<file path="src/rtl/c1541_head_ctrl_if.sv">
// ---------------------------------------------------------------------------
// c1541_head_ctrl_if
// Signal bundle between the drive logic / SD track buffer and the head
// positioner.
//   master : drive side (stepper phases, motor, activity, buffer status);
//            observes head position, committed track and save requests.
//   slave  : head controller; consumes the drive inputs and produces
//            halftrack, track, track_valid, tr00_sense_n, save_track,
//            save_track_num and dirty.
// ---------------------------------------------------------------------------
interface c1541_head_ctrl_if;
    logic [1:0] stp;
    logic       mtr;
    logic       act;
    logic       buff_we;
    logic       disk_change;
    logic       busy;
    logic [6:0] halftrack;
    logic [5:0] track;
    logic       track_valid;
    logic       tr00_sense_n;
    logic       save_track;
    logic [5:0] save_track_num;
    logic       dirty;

    modport master (
        output stp, mtr, act, buff_we, disk_change, busy,
        input  halftrack, track, track_valid, tr00_sense_n,
               save_track, save_track_num, dirty
    );

    modport slave (
        input  stp, mtr, act, buff_we, disk_change, busy,
        output halftrack, track, track_valid, tr00_sense_n,
               save_track, save_track_num, dirty
    );
endinterface

</file>
<file path="src/rtl/c1541_head_ctrl.sv">
// ---------------------------------------------------------------------------
// c1541_head_ctrl
// Head positioner and track-commit controller for the 1541 drive.
// Decodes stepper phase changes into a half-track position, commits a new
// track once the head has settled and the SD buffer is idle, and tracks the
// dirty state of the loaded track, issuing one-cycle write-back requests.
// Ports:
//   clk32   : drive clock (32 MHz)
//   reset_n : synchronous active-low reset
//   bus     : c1541_head_ctrl_if.slave (stepper/motor/activity/buffer in,
//             head position, committed track and save request out)
// ---------------------------------------------------------------------------
module c1541_head_ctrl #(
    parameter logic [6:0]  MAX_HALFTRACK   = 7'd80,
    parameter logic [6:0]  START_HALFTRACK = 7'd36,
    parameter logic [16:0] SETTLE_CYCLES   = 17'd64000
) (
    input  logic               clk32,
    input  logic               reset_n,
    c1541_head_ctrl_if.slave   bus
);

    logic [6:0]  halftrack_q,      halftrack_d;
    logic [5:0]  track_q,          track_d;
    logic [1:0]  stp_q;
    logic [16:0] cnt_q,            cnt_d;
    logic        track_valid_q,    track_valid_d;
    logic        dirty_q,          dirty_d;
    logic        pend_q,           pend_d;
    logic        save_q,           save_d;
    logic [5:0]  save_num_q,       save_num_d;
    logic        mtr_q;
    logic        act_q;

    logic        step_in_s;
    logic        step_out_s;
    logic        step_s;
    logic        commit_s;
    logic        event_s;

    // Next-state decode: stepping, settle timer, commit and save/dirty tracking
    always_comb begin
        step_in_s  = bus.mtr && (bus.stp == (stp_q + 2'd1));
        step_out_s = bus.mtr && (bus.stp == (stp_q - 2'd1));
        // An outward step at half-track 0 is a head bump and changes nothing,
        // while an inward step at the limit still restarts the settle timer.
        step_s     = step_in_s || (step_out_s && (halftrack_q != 7'd0));

        halftrack_d = halftrack_q;
        if (step_in_s) begin
            if (halftrack_q != MAX_HALFTRACK) begin
                halftrack_d = halftrack_q + 7'd1;
            end else begin
                halftrack_d = halftrack_q;
            end
        end else if (step_out_s && (halftrack_q != 7'd0)) begin
            halftrack_d = halftrack_q - 7'd1;
        end else begin
            halftrack_d = halftrack_q;
        end

        cnt_d = cnt_q;
        if (step_s) begin
            cnt_d = SETTLE_CYCLES;
        end else if (cnt_q != 17'd0) begin
            cnt_d = cnt_q - 17'd1;
        end else begin
            cnt_d = 17'd0;
        end

        commit_s = (cnt_q == 17'd0) && !bus.busy && (halftrack_q[6:1] != track_q);
        track_d  = track_q;
        if (commit_s) begin
            track_d = halftrack_q[6:1];
        end else begin
            track_d = track_q;
        end

        track_valid_d = (cnt_d == 17'd0) && (halftrack_d[6:1] == track_d);

        event_s    = (act_q & ~bus.act) | (mtr_q & ~bus.mtr);
        save_d     = 1'b0;
        save_num_d = save_num_q;
        pend_d     = pend_q;
        dirty_d    = dirty_q;
        if (bus.disk_change) begin
            // A newly mounted image makes the loaded track meaningless.
            save_d  = 1'b0;
            pend_d  = 1'b0;
            dirty_d = 1'b0;
        end else if (!bus.busy && dirty_q && (commit_s || event_s || pend_q)) begin
            // On a commit the old track is still in track_q this cycle.
            save_d     = 1'b1;
            save_num_d = track_q;
            pend_d     = 1'b0;
            dirty_d    = bus.buff_we;
        end else begin
            if (bus.busy && dirty_q && event_s) begin
                pend_d = 1'b1;
            end else begin
                pend_d = pend_q;
            end
            dirty_d = dirty_q | bus.buff_we;
        end
    end

    // State and registered outputs, synchronous active-low reset
    always_ff @(posedge clk32) begin
        if (!reset_n) begin
            halftrack_q   <= START_HALFTRACK;
            track_q       <= START_HALFTRACK[6:1];
            stp_q         <= bus.stp;
            cnt_q         <= 17'd0;
            track_valid_q <= 1'b1;
            dirty_q       <= 1'b0;
            pend_q        <= 1'b0;
            save_q        <= 1'b0;
            save_num_q    <= 6'd0;
            mtr_q         <= bus.mtr;
            act_q         <= bus.act;
        end else begin
            halftrack_q   <= halftrack_d;
            track_q       <= track_d;
            stp_q         <= bus.stp;
            cnt_q         <= cnt_d;
            track_valid_q <= track_valid_d;
            dirty_q       <= dirty_d;
            pend_q        <= pend_d;
            save_q        <= save_d;
            save_num_q    <= save_num_d;
            mtr_q         <= bus.mtr;
            act_q         <= bus.act;
        end
    end

    assign bus.halftrack      = halftrack_q;
    assign bus.track          = track_q;
    assign bus.track_valid    = track_valid_q;
    assign bus.tr00_sense_n   = |halftrack_q[6:1];
    assign bus.save_track     = save_q;
    assign bus.save_track_num = save_num_q;
    assign bus.dirty          = dirty_q;

endmodule

</file>
<file path="src/flat_wrapper.sv">
// flat-port wrapper written by rule: the top's interface ports become plain ports
module c1541_head_ctrl_flat 
#(
    parameter logic [6:0]  MAX_HALFTRACK   = 7'd80,
    parameter logic [6:0]  START_HALFTRACK = 7'd36,
    parameter logic [16:0] SETTLE_CYCLES   = 17'd64000
)
  (clk32, reset_n, bus_stp, bus_mtr, bus_act, bus_buff_we, bus_disk_change, bus_busy, bus_halftrack, bus_track, bus_track_valid, bus_tr00_sense_n, bus_save_track, bus_save_track_num, bus_dirty);
  c1541_head_ctrl_if bus_i ();
  input  logic clk32;
  input  logic reset_n;
  input wire logic [$bits(bus_i.stp)-1:0] bus_stp;
  input wire logic [$bits(bus_i.mtr)-1:0] bus_mtr;
  input wire logic [$bits(bus_i.act)-1:0] bus_act;
  input wire logic [$bits(bus_i.buff_we)-1:0] bus_buff_we;
  input wire logic [$bits(bus_i.disk_change)-1:0] bus_disk_change;
  input wire logic [$bits(bus_i.busy)-1:0] bus_busy;
  output wire logic [$bits(bus_i.halftrack)-1:0] bus_halftrack;
  output wire logic [$bits(bus_i.track)-1:0] bus_track;
  output wire logic [$bits(bus_i.track_valid)-1:0] bus_track_valid;
  output wire logic [$bits(bus_i.tr00_sense_n)-1:0] bus_tr00_sense_n;
  output wire logic [$bits(bus_i.save_track)-1:0] bus_save_track;
  output wire logic [$bits(bus_i.save_track_num)-1:0] bus_save_track_num;
  output wire logic [$bits(bus_i.dirty)-1:0] bus_dirty;
  assign bus_i.stp = bus_stp;
  assign bus_i.mtr = bus_mtr;
  assign bus_i.act = bus_act;
  assign bus_i.buff_we = bus_buff_we;
  assign bus_i.disk_change = bus_disk_change;
  assign bus_i.busy = bus_busy;
  assign bus_halftrack = bus_i.halftrack;
  assign bus_track = bus_i.track;
  assign bus_track_valid = bus_i.track_valid;
  assign bus_tr00_sense_n = bus_i.tr00_sense_n;
  assign bus_save_track = bus_i.save_track;
  assign bus_save_track_num = bus_i.save_track_num;
  assign bus_dirty = bus_i.dirty;
  c1541_head_ctrl #(.MAX_HALFTRACK(MAX_HALFTRACK), .START_HALFTRACK(START_HALFTRACK), .SETTLE_CYCLES(SETTLE_CYCLES)) u_core (.clk32(clk32), .reset_n(reset_n), .bus(bus_i));
endmodule
</file>
<file path="config.mk">
export PLATFORM = sky130hd
export DESIGN_NAME = c1541_head_ctrl_flat
export DESIGN_NICKNAME = d
export VERILOG_FILES = /design/src/rtl/c1541_head_ctrl_if.sv /design/src/rtl/c1541_head_ctrl.sv /design/src/flat_wrapper.sv
export SDC_FILE = /design/constraint.sdc
export NUM_CORES = 1
export LEC_CHECK = 0
export ABC_CLOCK_PERIOD_IN_PS = 3500
export CAP_MARGIN = 20
export CORE_MARGIN = 4
export CORE_UTILIZATION = 45
export CTS_CLUSTER_SIZE = 28
export DETAILED_ROUTE_END_ITERATION = 10
export PLACE_DENSITY_LB_ADDON = 0.1
export SLEW_MARGIN = 40
export SYNTH_ARGS = -nofsm -noshare
export SYNTH_HDL_FRONTEND = slang
export SYNTH_SLANG_ARGS = --single-unit
</file>
<file path="constraint.sdc">
create_clock -name clk32 -period 3.5 [get_ports clk32]
set_input_delay 0.525 -clock clk32 [delete_from_list [all_inputs] [get_ports clk32]]
set_output_delay 0.525 -clock clk32 [all_outputs]
set_load 0.05 [all_outputs]
</file>
==> reports/qor.csv, run 1 <==
metric,value,unit
status,"finished, final reports clean",
area_delta_synth_final,17.4,%
syn_area,2530,um^2
crit-reg2reg-launch,u_core.cnt_q[0]$_SDFF_PN0_,
top_layer_used,met4,
drtIter0Drc,106,
clock-sinks,44,
routed_wl,5.69,mm
die-width,83,um
clkLatencyLatePin,0.30,ns
ys_warn_count,0,
initial_core_util,46.3,%
cts_tree,built,
drc,0,
cts_resized,0,
post-route-min-period,2.93,ns
track_usage,17.1,%
r2r_slack,0.57,ns
ir_worst_vdd,0.298,mV
drtAntennaViolNets,0,
whs_endpoint,u_core.cnt_q[0]$_SDFF_PN0_,
finClkSkew,0.0106,ns
num-fill-cells,528,
whs_path_depth,1,
ys_types,63,
fin_crit_sh,83.7,%
syn_nets,299,
grt_pass1_vias,1944,
die_area,6890,um^2
diodes,0,
reg2regPathDepth,9,
ys_seq_area_share,34.8,%
end_kind,register,
crit_type,register to register,
cts_buffers,5,
ys.flop_type,dfxtp_1,
hold_viol,0,
place_hpwl,4.25,mm
syn_area_per_cell,8.82,um^2
routed-wl-met2,2.42,mm
finalSetupViolCount,0,
relSlewSlack,52.6,%
placed_area,2890,um^2
start_kind,register,
max_stage_delay,0.54,ns
crit_chain,inv_1 -> ha_1 -> nand2b_1 -> a211oi_1 -> or3_1 -> a2111oi_1 -> o211ai_1 -> a2111o_1 -> o41ai_2,
arrival,3.13,ns
clk_path_buf_depth,2,
wl_met1,3.01,mm
routabilityCongestion,0.923,
antenna_found_initial,0,
path_max_fanout,7,
num_rows,27,
fin_area,2970,um^2
cts-root-buf,clkbuf_8,
synth_seq_cells,44,
io_pins,32,
clk_pin_slew,0.08,ns
syn-instance-count,287,
tns,0,ns
grt_first_pass_wirelength,9.76,mm
coreArea,5470,um^2
port_buffers,31,
final_util,54.3,%
drtPass1Iterations,4,
die_y,83,um
final_nets,326,
maxCapViolCount,0,
power_density,574,nW/um^2
cp_top_family,compound AO/OA/AOI/OAI gates,
r2r-end,u_core.bus.track_valid$_SDFF_PN1_,
drv_slew,0,
worstPathRequired,3.70,ns
layout-drive-gt1-share,6.69,%
pre_cts_slack,0.387,ns
cts-hold-fix-buffers,0,
wl_met3,172,um
p_leak,1.07,nW
post_cts_buffers,0,
routed_via_density,5.46,
num_vias,2107,
rsz0062_at_grt,no,
synth_edf_count,0,
crit_slowest_cell,a2111oi_1,
h-tree-depth,2,
fmax,341,MHz
path_buf_inv,1,
power,1.70,mW
grt_max_degree,19,
holdCritStartpoint,u_core.cnt_q[0]$_SDFF_PN0_,
wl_per_cell,14.7,um
synthArstFlopShare,0,%
worst_slew_pin_slew,0.711,ns
grt_overflow,0,
setup_ws,0.570,ns
hp-class,register to register,
-- per-layer routing --
| layer | vias to the layer above | global-route usage (%) |
|---|---|---|
| met5 | - | 0 |
| li1 | 1087 | - |
| met2 | 44 | 24.9 |
| met1 | 967 | 25.0 |
| met4 | 0 | 5.79 |
| met3 | 9 | 3.17 |
-- worst max path at each step --
stage                                                  start                                end  slack, ns  cells after the start
after floorplan           u_core.bus.halftrack[1]$_SDFF_PN0_  u_core.bus.track_valid$_SDFF_PN1_       0.67                     10
after global placement                            bus_stp[1]  u_core.bus.track_valid$_SDFF_PN1_       0.47                      8
after detailed placement                          bus_stp[1]  u_core.bus.track_valid$_SDFF_PN1_       0.39                      8
after CTS                         u_core.cnt_q[0]$_SDFF_PN0_  u_core.bus.track_valid$_SDFF_PN1_       0.56                      9
after global routing              u_core.cnt_q[7]$_SDFF_PN0_  u_core.bus.track_valid$_SDFF_PN1_       0.31                      7
final                             u_core.cnt_q[0]$_SDFF_PN0_  u_core.bus.track_valid$_SDFF_PN1_       0.57                      9
-- cells in the final DEF (no fill, tap or decap), drive strengths merged, types with 4 or more instances in the layout --
cell type,n
clkbuf,5
mux2i,16
or3,6
nor2b,15
nor2,23
nand3b,4
nand3,8
inv,9
nor3,11
a21oi,8
nand2,16
dfxtp,44
and2,10
xnor2,15
o21ai,13
xor2,13
nor4,5
o211ai,4
clkdlybuf4s50,31
-- power by group --
part	switching [mW]	total, mW	internal (mW)
combinational	0.396	0.716	0.321
sequential	0.104	0.681	0.577
clock	0.172	0.307	0.135
-- logic make-up after synthesis --
logic type	after synthesis	share of synthesized area [%]
buf+inv	23	4.05
simple gates	119	27.1
fa+ha+maj	3	1.48
xor+xnor	28	9.69
compound gates	54	16.1
mux	16	6.82
flops	44	34.8
-- metrics by stage --
step / instances / hold slack, ns
6_report: 386 / 0.476
5_1_grt: 386 / 0.502
4_1_cts: 386 / 0.482
3_5_place_dp: 379 / 0.464
3_3_place_gp: 379 / 0.450
2_1_floorplan: 287 / 0.428
-- cell usage after synthesis, types with 3 or more instances --
| cell | n | area (um^2) |
|---|---|---|
| dfxtp_1 | 44 | 881 |
| nor4_1 | 4 | 25.0 |
| nor2b_1 | 15 | 93.8 |
| inv_1 | 9 | 33.8 |
| o21ai_0 | 11 | 55.1 |
| nand3_1 | 7 | 35.0 |
| nand2b_1 | 3 | 18.8 |
| xnor2_1 | 15 | 131 |
| ha_1 | 3 | 37.5 |
| nand3b_1 | 4 | 30.0 |
| clkbuf_1 | 11 | 41.3 |
| a31oi_1 | 3 | 18.8 |
| mux2i_1 | 15 | 150 |
| a21oi_1 | 8 | 40.0 |
| or3_1 | 4 | 25.0 |
| nand4_1 | 3 | 18.8 |
| and2_1 | 10 | 62.6 |
| xor2_1 | 13 | 114 |
| nor2_1 | 23 | 86.3 |
| nor3_1 | 10 | 50.1 |
| nand2_1 | 16 | 60.1 |
| o211ai_1 | 4 | 30.0 |
-- area by class of cell --
cell class	instances	area, um^2	share of cell area [%]
Sequential cell	44	881	29.7
Tap cell	72	90.1	3.03
Clock buffer	5	68.8	2.32
Inverter	9	33.8	1.14
Timing Repair Buffer	34	333	11.2
Multi-Input combinational cell	220	1550	52.2
Clock inverter	2	12.5	0.421
-- sequential cells by signal (all words and copies together) (netlist names) --
| register | cells |
|---|---|
| u_core.bus.halftrack | 7 |
| u_core.bus.track | 6 |
| u_core.mtr_q | 1 |
| u_core.cnt_q | 17 |
| u_core.bus.track_valid | 1 |
| u_core.stp_q | 2 |
| u_core.act_q | 1 |
| u_core.pend_q | 1 |
| u_core.bus.save_track_num | 6 |
| u_core.bus.save_track | 1 |
| u_core.bus.dirty | 1 |
No activity file was read; power rests on OpenSTA's default activity.
==> run 2, diff against run 1 <==
Settings changed: ABC_CLOCK_PERIOD_IN_PS 3500 to 2900.
Clock period 3.5 ns to 2.9 ns, I/O delays scaled along.
==> run 2 against run 1 <==
Effect of this change: clock power is 62% higher; worst setup slack worse by 0.33 ns; power is 37% higher; combinational power is 42% higher; clock skew is 0.0013 ns higher; critical path type is now input pin to register; highest routed layer unchanged; global-route usage is 0.54 points higher; critical path depth is 1 lower; largest power group unchanged; hold slack worse by 0.026 ns.
==> reports/qor.csv, run 2 (synthesized netlist as in run 1, its figures left out) <==
metric,value,unit
status,"finished, final reports clean",
relSlewSlack,60.7,%
initial_core_util,46.3,%
worst_hold_slack,0.450,ns
diodes,0,
seq_power_share,34.9,%
die-width,83,um
clk_path_buf_depth,2,
grt_max_degree,19,
num_vias,2189,
hold_viol,0,
intPower,1.47,mW
switchingPower,0.858,mW
clk_pin_slew,0.08,ns
final_util,58.0,%
final_cell_mix,"dfxtp_1 (43), clkdlybuf4s50_1 (31), nor2_1 (23)",
end_kind,register,
p_leak,1.20,nW
holdCritStartpoint,u_core.cnt_q[0]$_SDFF_PN0_,
drtPass1Iterations,4,
r2r-end,u_core.bus.track_valid$_SDFF_PN1_,
io_pins,32,
antenna_found_initial,0,
cts_buffers,5,
fin_crit_sh,91.7,%
whs_endpoint,u_core.cnt_q[0]$_SDFF_PN0_,
area_delta_synth_final,25.3,%
routabilityCongestion,0.865,
power_density,735,nW/um^2
post-route-min-period,2.66,ns
clkLatencyLatePin,0.30,ns
die_area,6890,um^2
tns,0,ns
port_buffers,31,
num_rows,27,
cts-root-buf,clkbuf_8,
largest_register_ffs,17,
routed_via_density,5.39,
worstPathRequired,3.10,ns
track_usage,17.6,%
final_nets,345,
finalSetupViolCount,0,
clock_power_share,21.3,%
dp.cells,398,
finClkSkew,0.0119,ns
drtAntennaViolNets,0,
whs_path_depth,1,
die_y,83,um
reg2regPathDepth,8,
h-tree-depth,2,
grt_pass1_vias,2038,
routed_wl,5.97,mm
start_kind,input pin,
cts_tree,built,
num-fill-cells,519,
fmax,376,MHz
drtIter0Drc,84,
arrival,2.86,ns
drv_slew,0,
place_hpwl,4.45,mm
ir_worst_vdd,0.442,mV
top_register,u_core.cnt_q,
grt_first_pass_wirelength,10.1,mm
mostFrequentLayoutCell,dfxtp_1,
grt_overflow,0,
clock-sinks,44,
worst_slew_pin_slew,0.574,ns
coreArea,5470,um^2
path_max_fanout,8,
maxCapViolCount,0,
rsz0062_at_grt,no,
drc,0,
wl_per_cell,14.7,um
crit_type,input pin to register,
comb_power_share,43.7,%
stdcell_count,406,
switching_share,36.8,%
layout-drive-gt1-share,13.5,%
r2r_slack,0.26,ns
hp-class,register to register,
crit-reg2reg-launch,u_core.cnt_q[2]$_SDFF_PN0_,
## run 2: changes by cell type in the layout (fill, tap and decap cells not counted), sizes merged
cell	previous run	this run
buf	3	22
clkbuf	5	6
bufinv	0	1
clkinvlp	1	0
## run 2: layer usage
metal | global-route usage [%] | share of wire [%] | vias up
met5 | 0 | 0 | -
met4 | 4.01 | 0.97 | 0
met3 | 3.17 | 4.7 | 7
met2 | 26.9 | 43 | 54
met1 | 25.6 | 51 | 1011
li1 | - | - | 1117
## run 2: what timing repair did
action,in CTS,in global routing
hold buffers,0,0
setup buffers,0,0
hold endpoints to repair,0,0
resized for setup,0,5
endpoints found under the setup margin,0,1
## run 2: worst max-delay path by stage
| stage | end | from | slack, ns |
|---|---|---|---|
| after floorplan | u_core.bus.track_valid$_SDFF_PN1_ | u_core.bus.halftrack[1]$_SDFF_PN0_ | 0.07 |
| final | u_core.bus.track_valid$_SDFF_PN1_ | bus_mtr | 0.24 |
| after CTS | u_core.bus.track_valid$_SDFF_PN1_ | u_core.cnt_q[0]$_SDFF_PN0_ | 0.06 |
| after global routing | u_core.bus.track_valid$_SDFF_PN1_ | u_core.bus.halftrack[1]$_SDFF_PN0_ | 0.03 |
| after global placement | u_core.bus.track_valid$_SDFF_PN1_ | bus_mtr | 0.04 |
| after detailed placement | u_core.bus.track_valid$_SDFF_PN1_ | bus_stp[1] | -0.03 |
## run 2: through the flow
stage          power (mW)  cell area, um^2  setup WS, ns
6_report             2.33             3170         0.241
5_1_grt              2.50             3170        0.0288
4_1_cts              2.32             3150        0.0634
3_5_place_dp         1.81             3030       -0.0318
3_3_place_gp         1.80             3030        0.0435
2_1_floorplan        1.51             2530        0.0650
## run 2: power by group through the flow
stage	sequential, mW	combinational (mW)	clock [mW]
floorplan	0.815	0.698	0
global placement	0.819	0.980	0
detailed placement	0.821	0.988	0
CTS	0.809	0.995	0.513
global route	0.831	1.13	0.542
finish	0.814	1.02	0.497
## run 2: worst max-delay path: stages
cell and delay (ns):
clkdlybuf4s50_1 0.57, and3b_1 0.28, mux2i_1 0.47, nor3_1 0.10, or4_1 0.46, xor2_1 0.17, o2111ai_1 0.14, o41ai_2 0.22
## run 2: layout make-up
cell class | instances | area, um^2 | area share (%)
Multi-Input combinational cell | 220 | 1570 | 49.5
Sequential cell | 44 | 882 | 27.8
Timing Repair Buffer | 53 | 475 | 15.0
Tap cell | 72 | 90.1 | 2.84
Clock buffer | 6 | 82.6 | 2.60
Clock inverter | 2 | 38.8 | 1.22
Inverter | 9 | 33.8 | 1.07
